$ cat src/rtl/word_ram_pkg.sv
// Shared types and constants for word_ram: FSM state encoding, access-direction
// constants and a ceil-log2 helper used to size addresses.
package word_ram_pkg;

  typedef enum logic {
    ST_INIT = 1'b0,
    ST_IDLE = 1'b1
  } state_t;

  localparam logic RW_READ  = 1'b1;
  localparam logic RW_WRITE = 1'b0;

  function automatic int unsigned clog2(input int unsigned v);
    int unsigned r;
    r = 0;
    while ((64'd1 << r) < 64'(v)) r++;
    return r;
  endfunction

endpackage

$ cat src/rtl/word_ram_if.sv
// Request/response bundle for word_ram; master drives requests, slave (the RAM)
// returns read data, valid strobe, busy and parity error.
interface word_ram_if
  import word_ram_pkg::*;
#(
  parameter int unsigned WIDTH = 4,
  parameter int unsigned DEPTH = 16
);

  localparam int unsigned ADDR_W = clog2(DEPTH);

  logic              select;
  logic              read_write;
  logic [ADDR_W-1:0] addr;
  logic [WIDTH-1:0]  in;
  logic [WIDTH-1:0]  out;
  logic              out_valid;
  logic              busy;
  logic              parity_err;

  modport master (
    output select, read_write, addr, in,
    input  out, out_valid, busy, parity_err
  );

  modport slave (
    input  select, read_write, addr, in,
    output out, out_valid, busy, parity_err
  );

endinterface

$ cat src/rtl/word_ram_mem_row.sv
// One storage row of word_ram: a W-bit register with its own write enable.
// Deliberately not reset; the top-level zero-fill sequencer clears it.
module mem_row #(
  parameter int unsigned W = 4
) (
  input  logic         clk,
  input  logic         we,
  input  logic [W-1:0] d,
  output logic [W-1:0] q
);

  logic [W-1:0] word;

  always_ff @(posedge clk) begin
    if (we) word <= d;
  end

  assign q = word;

endmodule

$ cat src/rtl/word_ram.sv
// Single-port WIDTH x DEPTH synchronous RAM with registered read, valid strobe
// and post-reset zero fill. Optional even parity per row: WORD_RAM_PARITY_EN.
module word_ram
  import word_ram_pkg::*;
#(
  parameter int unsigned WIDTH = 4,
  parameter int unsigned DEPTH = 16
) (
  input  logic           clk,
  input  logic           rst,
  word_ram_if.slave      bus
);

  localparam int unsigned ADDR_W = clog2(DEPTH);
`ifdef WORD_RAM_PARITY_EN
  localparam int unsigned ROW_W = WIDTH + 1;
`else
  localparam int unsigned ROW_W = WIDTH;
`endif
  localparam logic [ADDR_W-1:0] LAST = ADDR_W'(DEPTH - 1);

  state_t             state;
  logic [ADDR_W-1:0]  cnt;
  logic [ROW_W-1:0]   row_q [DEPTH];
  logic [DEPTH-1:0]   row_we;
  logic [ROW_W-1:0]   wr_row;
  logic [ROW_W-1:0]   rd_row;
  logic               req_wr;
  logic               req_rd;
  logic               rd_perr;
  logic [WIDTH-1:0]   out_r;
  logic               out_valid_r;
  logic               busy_r;
  logic               parity_err_r;

  always_comb begin
    req_wr = (state == ST_IDLE) && bus.select && (bus.read_write == RW_WRITE);
    req_rd = (state == ST_IDLE) && bus.select && (bus.read_write == RW_READ);
  end

  // INIT overrides the bus: the fill counter addresses the row and data is zero.
  always_comb begin
    wr_row = '0;
    if (state == ST_IDLE) begin
`ifdef WORD_RAM_PARITY_EN
      wr_row = {^bus.in, bus.in};
`else
      wr_row = bus.in;
`endif
    end
  end

  always_comb begin
    row_we = '0;
    for (int unsigned i = 0; i < DEPTH; i++) begin
      if (state == ST_INIT) row_we[i] = (cnt == ADDR_W'(i));
      else                  row_we[i] = req_wr && (bus.addr == ADDR_W'(i));
    end
  end

  for (genvar g = 0; g < DEPTH; g++) begin : g_rows
    mem_row #(.W(ROW_W)) u_row (
      .clk (clk),
      .we  (row_we[g]),
      .d   (wr_row),
      .q   (row_q[g])
    );
  end

  // Addresses beyond DEPTH match no row and read as all-zero.
  always_comb begin
    rd_row = '0;
    for (int unsigned i = 0; i < DEPTH; i++) begin
      if (bus.addr == ADDR_W'(i)) rd_row = row_q[i];
    end
  end

`ifdef WORD_RAM_PARITY_EN
  assign rd_perr = rd_row[WIDTH] != (^rd_row[WIDTH-1:0]);
`else
  assign rd_perr = 1'b0;
`endif

  always_ff @(posedge clk or posedge rst) begin
    if (rst) begin
      state        <= ST_INIT;
      cnt          <= '0;
      busy_r       <= 1'b1;
      out_r        <= '0;
      out_valid_r  <= 1'b0;
      parity_err_r <= 1'b0;
    end else begin
      out_valid_r  <= 1'b0;
      parity_err_r <= 1'b0;
      case (state)
        ST_INIT: begin
          cnt <= cnt + 1'b1;
          if (cnt == LAST) begin
            state  <= ST_IDLE;
            busy_r <= 1'b0;
          end
        end
        ST_IDLE: begin
          if (req_rd) begin
            out_r        <= rd_row[WIDTH-1:0];
            out_valid_r  <= 1'b1;
            parity_err_r <= rd_perr;
          end
        end
        default: begin
          state  <= ST_INIT;
          cnt    <= '0;
          busy_r <= 1'b1;
        end
      endcase
    end
  end

  assign bus.out        = out_r;
  assign bus.out_valid  = out_valid_r;
  assign bus.busy       = busy_r;
`ifdef WORD_RAM_PARITY_EN
  assign bus.parity_err = parity_err_r;
`else
  assign bus.parity_err = 1'b0;
`endif

endmodule

$ cat src/flat_wrapper.sv
// flat-port wrapper written by rule: the top's interface ports become plain ports
module word_ram_flat import word_ram_pkg::*;
#(
  parameter int unsigned WIDTH = 4,
  parameter int unsigned DEPTH = 16
)
  (clk, rst, bus_select, bus_read_write, bus_addr, bus_in, bus_out, bus_out_valid, bus_busy, bus_parity_err);
  word_ram_if #(.WIDTH(WIDTH), .DEPTH(DEPTH)) bus_i ();
  input  logic clk;
  input  logic rst;
  input wire logic [$bits(bus_i.select)-1:0] bus_select;
  input wire logic [$bits(bus_i.read_write)-1:0] bus_read_write;
  input wire logic [$bits(bus_i.addr)-1:0] bus_addr;
  input wire logic [$bits(bus_i.in)-1:0] bus_in;
  output wire logic [$bits(bus_i.out)-1:0] bus_out;
  output wire logic [$bits(bus_i.out_valid)-1:0] bus_out_valid;
  output wire logic [$bits(bus_i.busy)-1:0] bus_busy;
  output wire logic [$bits(bus_i.parity_err)-1:0] bus_parity_err;
  assign bus_i.select = bus_select;
  assign bus_i.read_write = bus_read_write;
  assign bus_i.addr = bus_addr;
  assign bus_i.in = bus_in;
  assign bus_out = bus_i.out;
  assign bus_out_valid = bus_i.out_valid;
  assign bus_busy = bus_i.busy;
  assign bus_parity_err = bus_i.parity_err;
  word_ram #(.WIDTH(WIDTH), .DEPTH(DEPTH)) u_core (.clk(clk), .rst(rst), .bus(bus_i));
endmodule
$ cat config.mk
export PLATFORM = sky130hd
export DESIGN_NAME = word_ram_flat
export DESIGN_NICKNAME = d
export VERILOG_FILES = /design/src/rtl/word_ram_pkg.sv /design/src/rtl/word_ram_if.sv /design/src/rtl/word_ram_mem_row.sv /design/src/rtl/word_ram.sv /design/src/flat_wrapper.sv
export SDC_FILE = /design/constraint.sdc
export NUM_CORES = 1
export LEC_CHECK = 0
export ABC_AREA = 1
export CAP_MARGIN = 20
export CELL_PAD_IN_SITES_DETAIL_PLACEMENT = 2
export CELL_PAD_IN_SITES_GLOBAL_PLACEMENT = 2
export CORE_ASPECT_RATIO = 1.75
export CORE_MARGIN = 2
export CORE_UTILIZATION = 30
export DETAILED_ROUTE_END_ITERATION = 12
export PLACE_DENSITY_LB_ADDON = 0.1
export SLEW_MARGIN = 30
export SYNTH_ARGS = -nofsm -noshare
export SYNTH_HDL_FRONTEND = slang
export SYNTH_SLANG_ARGS = --single-unit
$ cat constraint.sdc
create_clock -name clk -period 1.6 [get_ports clk]
set_input_delay 0.16 -clock clk [delete_from_list [all_inputs] [get_ports clk]]
set_output_delay 0.16 -clock clk [all_outputs]
set_load 0.01 [all_outputs]
After elaboration in Yosys (flattened, before gate mapping)
Index checks and enable logic that the tools add are counted.
Widths: inputs -> output; s select.
{"block": "classes", "add_sub_neg": 1, "eq_ne": 30, "muxes": 37, "bitwise_logic": 2, "reduce_logical": 23}
{"operator": "$mux 4", "n": 17}
{"operator": "$eq 4x4->1 const B", "n": 16}
{"operator": "$eq 4x3->1 const B", "n": 8}
{"operator": "$mux 1", "n": 20}
{"operator": "$logic_and 1x1->1", "n": 19}
{"operator": "$eq 4x2->1 const B", "n": 4}
{"operator": "$eq 4x1->1 const B", "n": 2}
{"operator": "$logic_not 4->1", "n": 2}
{"operator": "$add 4x1->4 const B", "n": 1}
{"operator": "$reduce_and 2->1", "n": 2}
{"operator": "$not 1->1", "n": 2}
{"block": "word_totals", "register_bits": 75, "inputBits": 12, "out_inout_bits": 7, "word_cells": 114}

Depth between registers and ports, before layout
{"block": "depth", "word_depth": 17, "ltp_mapped": 15, "mapped_depth_nobuf": 15}

By module
From an unflattened synthesis, not the netlist that was laid out.
{"block": "unflattened", "cells_unflattened": 285, "area_unflattened_um2": 3215.6}
{"mod": "mem_row", "n_inst": 16, "cells_each": 4, "area_per_inst_um2": 120.1, "seq_area_each_um2": 120.1}
{"mod": "word_ram", "n_inst": 1, "cells_each": 221, "area_per_inst_um2": 1293.7, "seq_area_each_um2": 276.5}

Worst setup path before layout
No wires, ideal clock.
{"block": "synth_path", "kind": "register to register", "from": "register u_core.state", "to": "register u_core.g_rows[11].u_row.word[0], enable pin", "setup_time_ns": 0.343, "arrival_ns": 1.266, "required_ns": 1.257, "setup_slack_ns": -0.009, "path_stages_with_launch": 5, "n_path_buf": 2, "period_less_slack_ns": 1.609, "cell_sequence": "dfrtp_1 clkbuf_1 nand3b_1 clkbuf_1 o22ai_1"}
{"block": "synth_between", "elab_chain_cells": 4}
{"item": "from (decl)", "line_no": "word_ram.sv:22", "rtl": "state_t state;"}
{"item": "from (signal assigned)", "line_no": "word_ram.sv:86", "rtl": "state <= ST_INIT;"}
{"item": "from (signal assigned)", "line_no": "word_ram.sv:99", "rtl": "state <= ST_IDLE;"}
{"item": "from (signal assigned)", "line_no": "word_ram.sv:111", "rtl": "state <= ST_INIT;"}
{"item": "$logic_and 1x1->1 (2 in a row)", "line_no": "word_ram.sv:37", "rtl": "req_wr = (state == ST_IDLE) && bus.select && (bus.read_write == RW_WRITE);"}
{"item": "$logic_and 1x1->1", "line_no": "word_ram.sv:57", "rtl": "else row_we[i] = req_wr && (bus.addr == ADDR_W'(i));"}
{"item": "$mux 1 (*)", "line_no": "word_ram.sv:56", "rtl": "if (state == ST_INIT) row_we[i] = (cnt == ADDR_W'(i));"}
{"item": "net u_core.g_rows[11].u_row.we", "line_no": "word_ram_mem_row.sv:7", "rtl": "input logic we,"}
{"item": "to (signal assigned)", "line_no": "word_ram_mem_row.sv:15", "rtl": "if (we) word <= d;"}
{"item": "to (decl)", "line_no": "word_ram_mem_row.sv:12", "rtl": "logic [W-1:0] word;"}
Mark *: on every way through the listed nets, which the timed path passes. The rest lies on a longest branch.
A chain may end at the register's enable or synchronous reset.

Worst setup path in the final report
{"block": "layout_path", "from": "register u_core.g_rows[2].u_row.word[3]", "to": "register u_core.out_r[3], in the netlist u_core.bus.out[3]"}
{"block": "layout_between", "elab_chain_cells": 14}
{"item": "from (decl)", "line_no": "word_ram_mem_row.sv:12"}
{"item": "from (signal assigned)", "line_no": "word_ram_mem_row.sv:15"}
{"item": "$mux 4 (14 in a row)", "line_no": "word_ram.sv:74", "rtl": "if (bus.addr == ADDR_W'(i)) rd_row = row_q[i];"}
{"item": "to (signal assigned)", "line_no": "word_ram.sv:105", "rtl": "out_r <= rd_row[WIDTH-1:0];"}
{"item": "to (decl)", "line_no": "word_ram.sv:31", "rtl": "logic [WIDTH-1:0] out_r;"}
Every way passes these cells.

==> metrics.cfg <==
[status]
status = complete, but fails checks
violations = negative setup slack

[power]
cellLeakagePower_nw = 1.82
power_density_nw_per_um2 = 1000
peakVddDrop_mv = 0.665
power_mw = 4.53

[cts]
clockBufferDepth = 2
htree_num_levels = 3
ctsHoldBuffers = 0
cts_tree = done
cts_made_buffers = 9
path_clk_slew_ns = 0.06
cts_root_buffer = clkbuf_16
worstSkewPairLatency_ns = 0.34
cts_sinks = 75

[logic_synthesis]
ys_top_cells_by_area = edfxtp_1 59%, nand2_1 8.4%, dfrtp_1 7.7%, inv_1 3.9%, nor2_1 3.4%
synth-async-reset-ratio = 0.147
synth_top_cell_area_share = 0.588
synth_cell_types = 29
syn_area_per_cell_um2 = 11.0
syn-num-nets = 314
synth_flop_cell = edfxtp_1
yosysTopAreaCell = edfxtp_1
syn_inst = 298
yosys_warnings = 0
synth_seq_cells = 75
synth-edff-count = 64
syn-cell-area_um2 = 3270
yosysSeqAreaShare = 0.673

[timing]
hold_slack_ns = 0.141
final_max_slew_viol_count = 0
final_hold_viol_count = 0
worstMarginPinSlew_ns = 0.670
setup_violations = 1
timing.fmax_mhz = 600
fin_skew_ns = 0.00794
fin_ws_ns = -0.0668
rsz0062_at_grt = true
finalCritPeriodShare = 1.04
slew_headroom = 0.553
min_period_ns = 1.67

[critical_path]
arrival_ns = 1.89
critPathBufInv = 0
cp_max_fo = 1
critical_path.slowest_cell = edfxtp_1
crit_type = reg2reg
end_kind = flop
crit_chain = nand3_2, nand3_4, nor2_4, nand4_1, nand2_1, nand4_1, nor3_4, nand4_1, nand2_1, nand2_1
slowest_delay_ns = 0.42
worstSetupStartpointType = flop
cp.required_ns = 1.82
cp_top_family = simple AND/OR/NAND/NOR gates

[placement]
post-place-cells = 506
gp_congestion = 0.761
place_ws_ns = -0.854
port_buffers = 17
dp_hpwl_um = 8120

[floorplan]
dieArea_um2 = 11800
io_pins = 19
start_util = 0.307
core-area_um2 = 10600
die_x_um = 82.9
die_y_um = 142
core.rowCount = 50

[flow_run]
maxCapViolCount = 0

[layout]
final_nets = 409
final_cell_mix = 69 x buf_4, 66 x nand2_1, 64 x edfxtp_1
finalNonFillerCells = 528
fillers = 1146
final_common_cell = buf_4
syn2layout_area_growth_pct = 38.1
drive_above_1_share = 0.319
insertedDiodeCount = 0
final_util = 0.424

[drt]
first_pass_iters = 4
routed_wl_um = 10600
drtIter0Drc = 102
via_per_inst = 4.78
postRouteAntennaNets = 0
avgRoutedWirePerCell_um = 20.0
vias = 2525
remaining_drc_errors = 0

[global_routing]
antenna_found_initial = 0
grt_pass1_vias = 2940
track_usage = 0.194
grt_max_degree = 17
grt_pass1_wl_um = 16600
overflow = 0

[worst_hold_path]
hold_class = in2async

through the flow:
step	cell area (um^2)	setup TNS, ns
2_1_floorplan	3270	-0.378
6_report	4510	-0.0668
3_3_place_gp	4090	-27.27
4_1_cts	4430	-0.284
3_5_place_dp	4090	-30.26
5_1_grt	4510	-0.504
cells in the mapped netlist, types with 2 or more instances:
cell type and number:
xor2_1 2, o21ai_0 2, clkbuf_1 2, or2_2 2
nand3_1 21, nor2_1 30, a21oi_1 6, nand2_1 73
inv_1 34, or2_0 2, inv_2 4, nor2_2 3
nand4_1 11, o32ai_1 6, edfxtp_1 64, nor2_4 2
o22ai_1 10, ha_1 4, dfrtp_1 10
cell families after synthesis:
| family | Yosys count | share of synthesized area |
|---|---|---|
| adder cells (fa/ha/maj) | 4 | 0.0153 |
| flip-flops | 75 | 0.673 |
| AND/OR/NAND/NOR | 148 | 0.201 |
| XOR/XNOR | 3 | 0.00804 |
| other | 1 | 0.00115 |
| buffers and inverters | 42 | 0.0517 |
| AO/OA/AOI/OAI | 25 | 0.0498 |
power breakdown:
| part | internal (mW) | leakage, nW | switching [mW] |
|---|---|---|---|
| Combinational | 0.180 | 0.964 | 0.229 |
| Sequential | 2.15 | 0.715 | 0.0131 |
| Clock | 1.19 | 0.141 | 0.763 |
area by class of cell:
type	instances	area, um^2	share of cell area
Sequential cell	75	2200	0.487
Tap cell	130	163	0.0361
Clock buffer	10	229	0.0507
Inverter	38	143	0.0316
Timing Repair Buffer	88	708	0.157
Clock inverter	6	56.3	0.0125
Multi-Input combinational cell	181	1010	0.225
worst paths after layout:
kind | startpoint | endpoint | slack [ns] | cells after the start
worst max register to register | u_core.g_rows[2].u_row.q[3] | u_core.bus.out[3] | -0.07 | 10
min in group clk | u_core.bus.busy | u_core.bus.busy | 0.46 | 1
max in group asynchronous | rst | u_core.bus.busy | 1.12 | 2
worst min register to register | u_core.bus.busy | u_core.bus.busy | 0.46 | 1
worst min-delay path | rst | u_core.cnt[0] | 0.14 | 2
worst max-delay path | u_core.g_rows[2].u_row.q[3] | u_core.bus.out[3] | -0.07 | 10
flip-flops by register name (all words and copies together) (netlist names):
name,count
u_core.bus.busy,1
u_core.state,1
u_core.bus.out,4
u_core.cnt,4
u_core.g_rows.u_row.q,64
u_core.bus.out_valid,1
routing by layer:
layer | vias up | GRT usage | wire length, um
met4 | 0 | 0.0940 | 305
met2 | 28 | 0.392 | 6330
li1 | 1210 | - | -
met3 | 14 | 0.0244 | 174
met5 | - | 0 | 0
met1 | 1273 | 0.188 | 3760
what timing repair did:
action,4_1_cts,5_1_grt
endpoints found under the setup margin,64,56
setup buffers,2,4
gates resized for setup,16,28
pin swaps,1,4
Power figures use the tool's default switching activity.
